## config.mk

```make
export PLATFORM = sky130hd
export DESIGN_NAME = n64_write_controller
export DESIGN_NICKNAME = d
export VERILOG_FILES = /design/src/rtl/n64_pkg.sv /design/src/rtl/n64_phase_timer.sv /design/src/rtl/n64_write_controller.sv
export SDC_FILE = /design/constraint.sdc
export NUM_CORES = 1
export LEC_CHECK = 0
export CORE_MARGIN = 8
export CORE_UTILIZATION = 53
export DETAILED_ROUTE_END_ITERATION = 6
export GPL_TIMING_DRIVEN = 0
export MAX_ROUTING_LAYER = met4
export PLACE_DENSITY_LB_ADDON = 0.15
export SYNTH_ARGS = -nofsm -noshare
export SYNTH_HDL_FRONTEND = slang
export SYNTH_SLANG_ARGS = --single-unit
```

## constraint.sdc

```tcl
create_clock -name clk -period 2.3 [get_ports clk]
set_input_delay 0.46 -clock clk [delete_from_list [all_inputs] [get_ports clk]]
set_output_delay 0.46 -clock clk [all_outputs]
set_load 0.05 [all_outputs]
```

## src/rtl/n64_pkg.sv

```systemverilog
// Shared definitions for the N64 one-wire controller link (transmitter and receiver).
package n64_pkg;

  // Console command codes
  localparam logic [7:0] CMD_STATUS    = 8'h00;
  localparam logic [7:0] CMD_POLL      = 8'h01;
  localparam logic [7:0] CMD_PAK_READ  = 8'h02;
  localparam logic [7:0] CMD_PAK_WRITE = 8'h03;

  // Phase lengths in microseconds
  localparam int unsigned MUL_LOW0      = 3;
  localparam int unsigned MUL_LOW1      = 1;
  localparam int unsigned MUL_BIT       = 4;
  localparam int unsigned MUL_STOP_LOW  = 1;
  localparam int unsigned MUL_STOP_HIGH = 2;

  // Write controller states
  typedef enum logic [2:0] {
    WR_IDLE,
    WR_BIT_LOW,
    WR_BIT_HIGH,
    WR_STOP_LOW,
    WR_STOP_HIGH,
    WR_DONE
  } wr_state_e;

  // Phase length in clock cycles
  function automatic int unsigned phase_cycles(input int unsigned mult, input int unsigned clks);
    return mult * clks;
  endfunction

endpackage

```

## src/rtl/n64_phase_timer.sv

```systemverilog
// Loadable down-counter; tc_o is high while the count sits at zero.
module n64_phase_timer #(
  parameter  int unsigned CLKS_PER_US = 100,
  localparam int unsigned CW          = $clog2(3 * CLKS_PER_US)
) (
  input  logic          clk,
  input  logic          rst_n,
  input  logic          load_i,
  input  logic [CW-1:0] load_val_i,
  output logic          tc_o
);

  logic [CW-1:0] cnt_q, cnt_d;

  // Load takes priority; otherwise count down and hold at zero
  always_comb begin
    cnt_d = cnt_q;
    if (load_i) begin
      cnt_d = load_val_i;
    end else if (cnt_q != '0) begin
      cnt_d = cnt_q - CW'(1);
    end
  end

  // Count register
  always_ff @(posedge clk) begin
    if (!rst_n) begin
      cnt_q <= '0;
    end else begin
      cnt_q <= cnt_d;
    end
  end

  assign tc_o = (cnt_q == '0);

endmodule

```

## src/rtl/n64_write_controller.sv

```systemverilog
// Console-side N64 command transmitter: serialises 1-3 bytes MSB-first plus stop bit.
module n64_write_controller
  import n64_pkg::*;
#(
  parameter int unsigned CLKS_PER_US = 100
) (
  input  logic        clk,
  input  logic        rst_n,
  input  logic        start,
  input  logic [23:0] cmd_data,
  input  logic [1:0]  cmd_len,
  input  logic        gpio_line,
  output logic        line_oe,
  output logic        busy,
  output logic        done,
  output logic        start_err
);

  localparam int unsigned CW = $clog2(3 * CLKS_PER_US);

  // Timer reload values (length - 1) for each phase
  localparam logic [CW-1:0] LD_LOW0      = CW'(phase_cycles(MUL_LOW0, CLKS_PER_US) - 1);
  localparam logic [CW-1:0] LD_LOW1      = CW'(phase_cycles(MUL_LOW1, CLKS_PER_US) - 1);
  localparam logic [CW-1:0] LD_HIGH0     = CW'(phase_cycles(MUL_BIT - MUL_LOW0, CLKS_PER_US) - 1);
  localparam logic [CW-1:0] LD_HIGH1     = CW'(phase_cycles(MUL_BIT - MUL_LOW1, CLKS_PER_US) - 1);
  localparam logic [CW-1:0] LD_STOP_LOW  = CW'(phase_cycles(MUL_STOP_LOW, CLKS_PER_US) - 1);
  localparam logic [CW-1:0] LD_STOP_HIGH = CW'(phase_cycles(MUL_STOP_HIGH, CLKS_PER_US) - 1);

  wr_state_e     state_q, state_d;
  logic [23:0]   shreg_q, shreg_d;
  logic [4:0]    idx_q, idx_d;
  logic [4:0]    last_q, last_d;
  logic          line_oe_q, line_oe_d;
  logic          busy_q, busy_d;
  logic          done_q, done_d;
  logic          start_err_q, start_err_d;
  logic [1:0]    len_eff;
  logic          tmr_load;
  logic [CW-1:0] tmr_val;
  logic          tmr_tc;

  n64_phase_timer #(
    .CLKS_PER_US(CLKS_PER_US)
  ) u_timer (
    .clk        (clk),
    .rst_n      (rst_n),
    .load_i     (tmr_load),
    .load_val_i (tmr_val),
    .tc_o       (tmr_tc)
  );

  assign len_eff = (cmd_len == 2'd0) ? 2'd1 : cmd_len;

  // Next-state, datapath and registered-output decode.
  // Outputs are computed from state_d so they are valid in the same cycle the state is entered.
  always_comb begin
    state_d     = state_q;
    shreg_d     = shreg_q;
    idx_d       = idx_q;
    last_d      = last_q;
    tmr_load    = 1'b0;
    tmr_val     = '0;
    start_err_d = 1'b0;

    unique case (state_q)
      WR_IDLE: begin
        if (start) begin
          if (gpio_line) begin
            shreg_d  = cmd_data;
            last_d   = {len_eff - 2'd1, 3'b111};
            idx_d    = '0;
            state_d  = WR_BIT_LOW;
            tmr_load = 1'b1;
            tmr_val  = cmd_data[23] ? LD_LOW1 : LD_LOW0;
          end else begin
            start_err_d = 1'b1;
          end
        end
      end
      WR_BIT_LOW: begin
        if (tmr_tc) begin
          state_d  = WR_BIT_HIGH;
          tmr_load = 1'b1;
          tmr_val  = shreg_q[23] ? LD_HIGH1 : LD_HIGH0;
        end
      end
      WR_BIT_HIGH: begin
        if (tmr_tc) begin
          tmr_load = 1'b1;
          if (idx_q == last_q) begin
            state_d = WR_STOP_LOW;
            tmr_val = LD_STOP_LOW;
          end else begin
            idx_d   = idx_q + 5'd1;
            shreg_d = {shreg_q[22:0], 1'b0};
            state_d = WR_BIT_LOW;
            tmr_val = shreg_q[22] ? LD_LOW1 : LD_LOW0;
          end
        end
      end
      WR_STOP_LOW: begin
        if (tmr_tc) begin
          state_d  = WR_STOP_HIGH;
          tmr_load = 1'b1;
          tmr_val  = LD_STOP_HIGH;
        end
      end
      WR_STOP_HIGH: begin
        if (tmr_tc) begin
          state_d = WR_DONE;
        end
      end
      WR_DONE: begin
        state_d = WR_IDLE;
      end
      default: begin
        state_d = WR_IDLE;
      end
    endcase

    line_oe_d = (state_d == WR_BIT_LOW) || (state_d == WR_STOP_LOW);
    busy_d    = (state_d != WR_IDLE) && (state_d != WR_DONE);
    done_d    = (state_d == WR_DONE);
  end

  // State, datapath and output registers
  always_ff @(posedge clk) begin
    if (!rst_n) begin
      state_q     <= WR_IDLE;
      shreg_q     <= '0;
      idx_q       <= '0;
      last_q      <= '0;
      line_oe_q   <= 1'b0;
      busy_q      <= 1'b0;
      done_q      <= 1'b0;
      start_err_q <= 1'b0;
    end else begin
      state_q     <= state_d;
      shreg_q     <= shreg_d;
      idx_q       <= idx_d;
      last_q      <= last_d;
      line_oe_q   <= line_oe_d;
      busy_q      <= busy_d;
      done_q      <= done_d;
      start_err_q <= start_err_d;
    end
  end

  assign line_oe   = line_oe_q;
  assign busy      = busy_q;
  assign done      = done_q;
  assign start_err = start_err_q;

endmodule
```

Yosys cells after proc, flatten, opt, wreduce, memory -nomap -nowiden. Cells that the tools add are included.

Add/subtract/negate cells: 3. Equal/unequal tests: 13. Muxes and demuxes: 36. Reduce and logical (&&, ||, !) cells: 13.

Operators by type and width (number): 24-bit two-way mux (4); 9-bit two-way mux (10); 24-bit one-hot mux with 2 select lines (1); 9-bit one-hot mux with 4 select lines (1); 5-bit two-way mux (4); 3-bit two-way mux (6); 3-bit one-hot mux with 5 select lines (1); 5-bit one-hot mux with 2 select lines (1); 3-bit by 2-bit equality test with 1-bit output (second input constant) (3); 9-bit zero test (1); 9-bit nonzero test (1); 9-bit by 1-bit subtractor with 9-bit output (second input constant) (1); 8-bit two-way mux (1); 2-bit != test (second input constant) (4); 3-bit by 1-bit equality test with 1-bit output (second input constant) (2); 3-bit equality test (second input constant) (2); 3-bit AND reduction (2); 5-bit by 1-bit adder with 5-bit output (second input constant) (1); 5-bit equality test (1); 5-bit AND reduction (1); 1-bit two-way mux (4); 2-bit two-way mux (2); 2-bit nonzero test (2); 3-bit zero test (1); other kinds (8) (8).

Bits in registers: 50. Input bits: 30.

Logic depth before layout (Yosys ltp).
Depth after elaboration: 6. Depth in mapped cells: 7. Mapped depth without buffers: 7.

Hierarchy. Synthesis repeated with hierarchy kept, for this count alone.

Cell total of the unflattened synthesis: 272. Area total of the unflattened synthesis: 2508.7 um^2.

Modules (own cells, without submodules): n64_write_controller (instances 1, cells each 210, area each 1996.9 um^2, sequential area each 780.7 um^2); n64_phase_timer (instances 1, cells each 62, area each 511.7 um^2, sequential area each 180.2 um^2).

Worst setup path before layout. OpenSTA, ideal clock, no wires.

Kind: register -> register. From: register idx_q[0]. To: register idx_q[3]. Library setup time: 121 ps. Arrival: 1739 ps. Data required time: 2179 ps. Path slack: 440 ps. Stages on the path, launching flop included: 6. Clock period less this slack: 1860 ps. Cells stage by stage: dfxtp_1 -> or4_4 -> a211oi_4 -> o31ai_4 -> nand4_1 -> mux2_2.

Cells in the longest elaborated chain, start to end: 4. Elaborated cells between the ends (all ways): 7. Classes of those cells: add/sub (1); eq/ne (2); mux (3); reduce/logical (1).

Ends and longest elaborated chain: from (decl) (line n64_write_controller.sv:31) `logic [4:0] idx_q, idx_d;`; from (signal assigned) (line n64_write_controller.sv:140) `idx_q <= idx_d;`; 5-bit by 1-bit adder with 5-bit output (line n64_write_controller.sv:94) `idx_d = idx_q + 5'd1;`; 5-bit two-way mux (line n64_write_controller.sv:90) `if (idx_q == last_q) begin`; 5-bit two-way mux (line n64_write_controller.sv:88) `if (tmr_tc) begin`; 5-bit one-hot mux with 2 select lines (line n64_write_controller.sv:65) `unique case (state_q)`.

Parallel ways exist; a longest one is shown, timed or not. The select of a mux whose other input is x is not followed. A chain may end at the register's enable or synchronous reset.

Final worst setup path.
From: register u_timer.cnt_q[4]. To: register state_q[2].

Cells in the longest elaborated chain, start to end: 3. Elaborated cells between the ends (all ways): 6. Classes of those cells: mux (5); reduce/logical (1).

Ends and longest elaborated chain: from (decl) (line n64_phase_timer.sv:13) `logic [CW-1:0] cnt_q, cnt_d;`; from (signal assigned) (line n64_phase_timer.sv:30) `cnt_q <= cnt_d;`; 9-bit zero test * (line n64_phase_timer.sv:34) `assign tc_o = (cnt_q == '0);`; 3-bit two-way mux (on tied branches); 3-bit one-hot mux with 5 select lines * (line n64_write_controller.sv:65); to (signal assigned) (line n64_write_controller.sv:138) `state_q <= state_d;`; to (decl) (line n64_write_controller.sv:29) `wr_state_e state_q, state_d;`.

Mark *: on every way between the ends. The rest lies on a longest branch, timed or not.

==> results.yml <==
final_layout:
  final_util_pct: 66.3
  num_antenna_cells: 0
  num-nets-final: 350
  fill_cells: 375
  drive_gt1_share_pct: 8.52
  multi_input_area_um2: 1220
  area_growth_pct: 23.3
  layout.area.seq_um2: 961
floorplan:
  die_area_um2: 6650
  io-pin-count: 34
  coreArea_um2: 4230
  die_y_um: 81.6
  num_rows: 24
  start_util_pct: 53.8
  die_x_um: 81.6
clock_tree:
  cts.clk_slew.worst_paths_ns: 0.09
  numCtsBuffers: 5
  cts_buffer_depth: 2
  root_buffer: "clkbuf_8"
  htreeDepth: 2
  hold_buffers: 0
  cts_num_sinks: 48
  clk_latency_ns: 0.30
  tritoncts: "built"
critical_path:
  critPathArrivalTime_ns: 2.32
  crit_path_end_kind: "flip-flop"
  start_kind: "flip-flop"
  critical_path.max_stage_delay_ns: 0.48
  cpLargestDelayFamily: "simple AND/OR/NAND/NOR gates"
  cp_slowest_cell: "nor3_1"
  crit_path_cell_trace: "nor4_2, nand4b_2, clkbuf_1, nor3_1, a21oi_1, nor2_1"
  timing_worst_setup_path_type: "reg -> reg"
  r2r_slack_ns: 0.22
  path_buf_inv: 1
  crit_fanout: 10
  crit_required_ns: 2.54
logic_synthesis:
  synth_area_um2: 2280
  ys_ff_latch: 48
  synthCells: 277
  ys_types: 49
  yosysSeqAreaShare_pct: 42.2
  ys_warn_count: 0
  syn_area_per_cell_um2: 8.23
  synth_ff_type: "dfxtp_1"
  async_flop_share_pct: 0
  synth-edff-count: 0
  synth_fp_nets: 310
sta:
  rsz0062_at_grt: "false"
  drv_slew: 0
  setup_viol: 0
  max_freq_mhz: 481
  relSlewSlack_pct: 65.8
  final.setup.tns_ns: 0
  fin_hold_ws_ns: 0.479
  hold_viol: 0
  clock_skew_ns: 0.00658
  worstMarginPinSlew_ns: 0.508
  finalCriticalPeriod_ns: 2.08
  fin_crit_sh_pct: 90.3
global_routing:
  overflow: 0
  antenna_found_initial: 0
  grt_pass1_wl_um: 8840
  grt_max_degree: 15
  grt_pass1_vias: 1975
  grt_usage_pct: 17.2
drt:
  vias: 2111
  wirelength_um: 5200
  drc: 0
  ant_nets: 0
  drt_iter0_markers: 166
  viasPerCell: 5.72
  wl_per_cell_um: 14.1
  dr.pass1.iters: 4
power_and_ir_drop:
  p_total_mw: 2.64
  vdd_ir_drop_max_v: 0.000463
  p_leak_nw: 1.09
  powerDensity_nw_per_um2: 940
flow_run:
  maxCapViolCount: 0
placed_design:
  dpl.hpwl_um: 3680
  gp_congestion: 0.839
  port_buffers: 33
min_path:
  min_path_type: "reg -> reg"
status:
  status: "complete, no violations"
flip-flops by register name (all words and copies together) (netlist names):
name and flops:
idx_q 5, busy 1, line_oe 1, start_err 1, u_timer.cnt_q 9, last_q 3, state_q 3, shreg_q 24
done 1
timing repair:
item	4_1_cts	5_1_grt
setup endpoints to repair	0	25
resized for setup	0	1
buffers inserted	0	0
final timing paths:
kind	cells after the start	endpoint	startpoint
min reg2reg	2	shreg_q[11]	shreg_q[10]
max	6	state_q[2]	u_timer.cnt_q[4]
min	2	shreg_q[11]	shreg_q[10]
max reg2reg	6	state_q[2]	u_timer.cnt_q[4]
Yosys cell counts (2+ instances only):
| cell type | count | area share, % |
|---|---|---|
| nand2_1 | 59 | 9.7 |
| nand3_1 | 6 | 1.3 |
| inv_1 | 4 | 0.66 |
| ha_1 | 3 | 1.6 |
| dfxtp_1 | 48 | 42 |
| a31o_2 | 2 | 0.77 |
| buf_4 | 3 | 0.99 |
| clkbuf_1 | 13 | 2.1 |
| nor2_1 | 41 | 6.8 |
| and3_1 | 2 | 0.55 |
| a31oi_1 | 4 | 1.1 |
| and2_1 | 2 | 0.55 |
| nand2b_1 | 3 | 0.82 |
| xor2_1 | 5 | 1.9 |
| nand4_1 | 3 | 0.82 |
| nand3b_1 | 2 | 0.66 |
| a21oi_1 | 10 | 2.2 |
| buf_2 | 4 | 0.88 |
| o31ai_1 | 3 | 0.99 |
| a311oi_1 | 24 | 9.2 |
| mux2_2 | 2 | 0.99 |
| nor3_1 | 2 | 0.44 |
| o21ai_0 | 3 | 0.66 |
| or3_1 | 4 | 1.1 |
per-stage QoR:
step	std cells	setup WS, ns	instance area, um^2
after CTS	369	0.178	2800
after global placement	362	-0.116	2670
after detailed placement	362	-0.130	2670
after floorplan	277	0.440	2280
final	369	0.222	2810
after global routing	369	0.0222	2810
per-layer routing:
layer | wire, um | GRT usage (%) | vias up | part of all wire (%)
li1 | - | - | 1065 | -
met1 | 2520 | 21.4 | 998 | 48
met2 | 2370 | 26.3 | 40 | 46
met3 | 222 | 3.17 | 8 | 4.3
met4 | 95 | 8.04 | 0 | 1.8
met5 | 0 | - | - | 0
worst reg2reg max path: cells and delay by family, from the launching register on:
| kind | cells | cell delay (ns) |
|---|---|---|
| compound gates | 1 | 0.11 |
| buf+inv | 1 | 0.29 |
| flops | 1 | 0.37 |
| simple gates | 4 | 1.25 |
kinds of logic after synthesis:
family          after synthesis  share of synthesized area (%)
simple gates                137                           27.9
fa+ha+maj                     3                           1.65
flops                        48                           42.2
mux                           3                           1.43
buf+inv                      24                           4.67
compound gates               56                           19.9
xor+xnor                      6                           2.31
area by class of cell:
type / instances / area share (%)
multi-input cells: 205 / 43.3
plain buffers: 20 / 3.25
clock inverters: 2 / 2.14
inverters: 4 / 0.535
flip-flops and latches: 48 / 34.2
clock buffers: 5 / 2.45
well taps: 52 / 2.32
repair buffers: 33 / 11.8
where the power goes:
group / switching (mW) / internal [mW]
clock: 0.277 / 0.428
combinational: 0.494 / 0.368
sequential: 0.107 / 0.965
layout by cell type (no fill, tap or decap), types with 3 or more instances in the layout:
master,instances
ha_1,3
o21ai_0,3
nand2_1,59
a311oi_1,24
clkbuf_1,13
nor2_1,41
nand3_1,6
buf_2,4
o31ai_1,3
xor2_1,5
inv_1,4
nand2b_1,3
a31oi_1,4
or3_1,4
nand4_1,3
dfxtp_1,48
a21oi_1,10
buf_4,3
clkbuf_8,5
clkdlybuf4s50_1,33
Note: power is estimated with default switching activity, not from simulation.
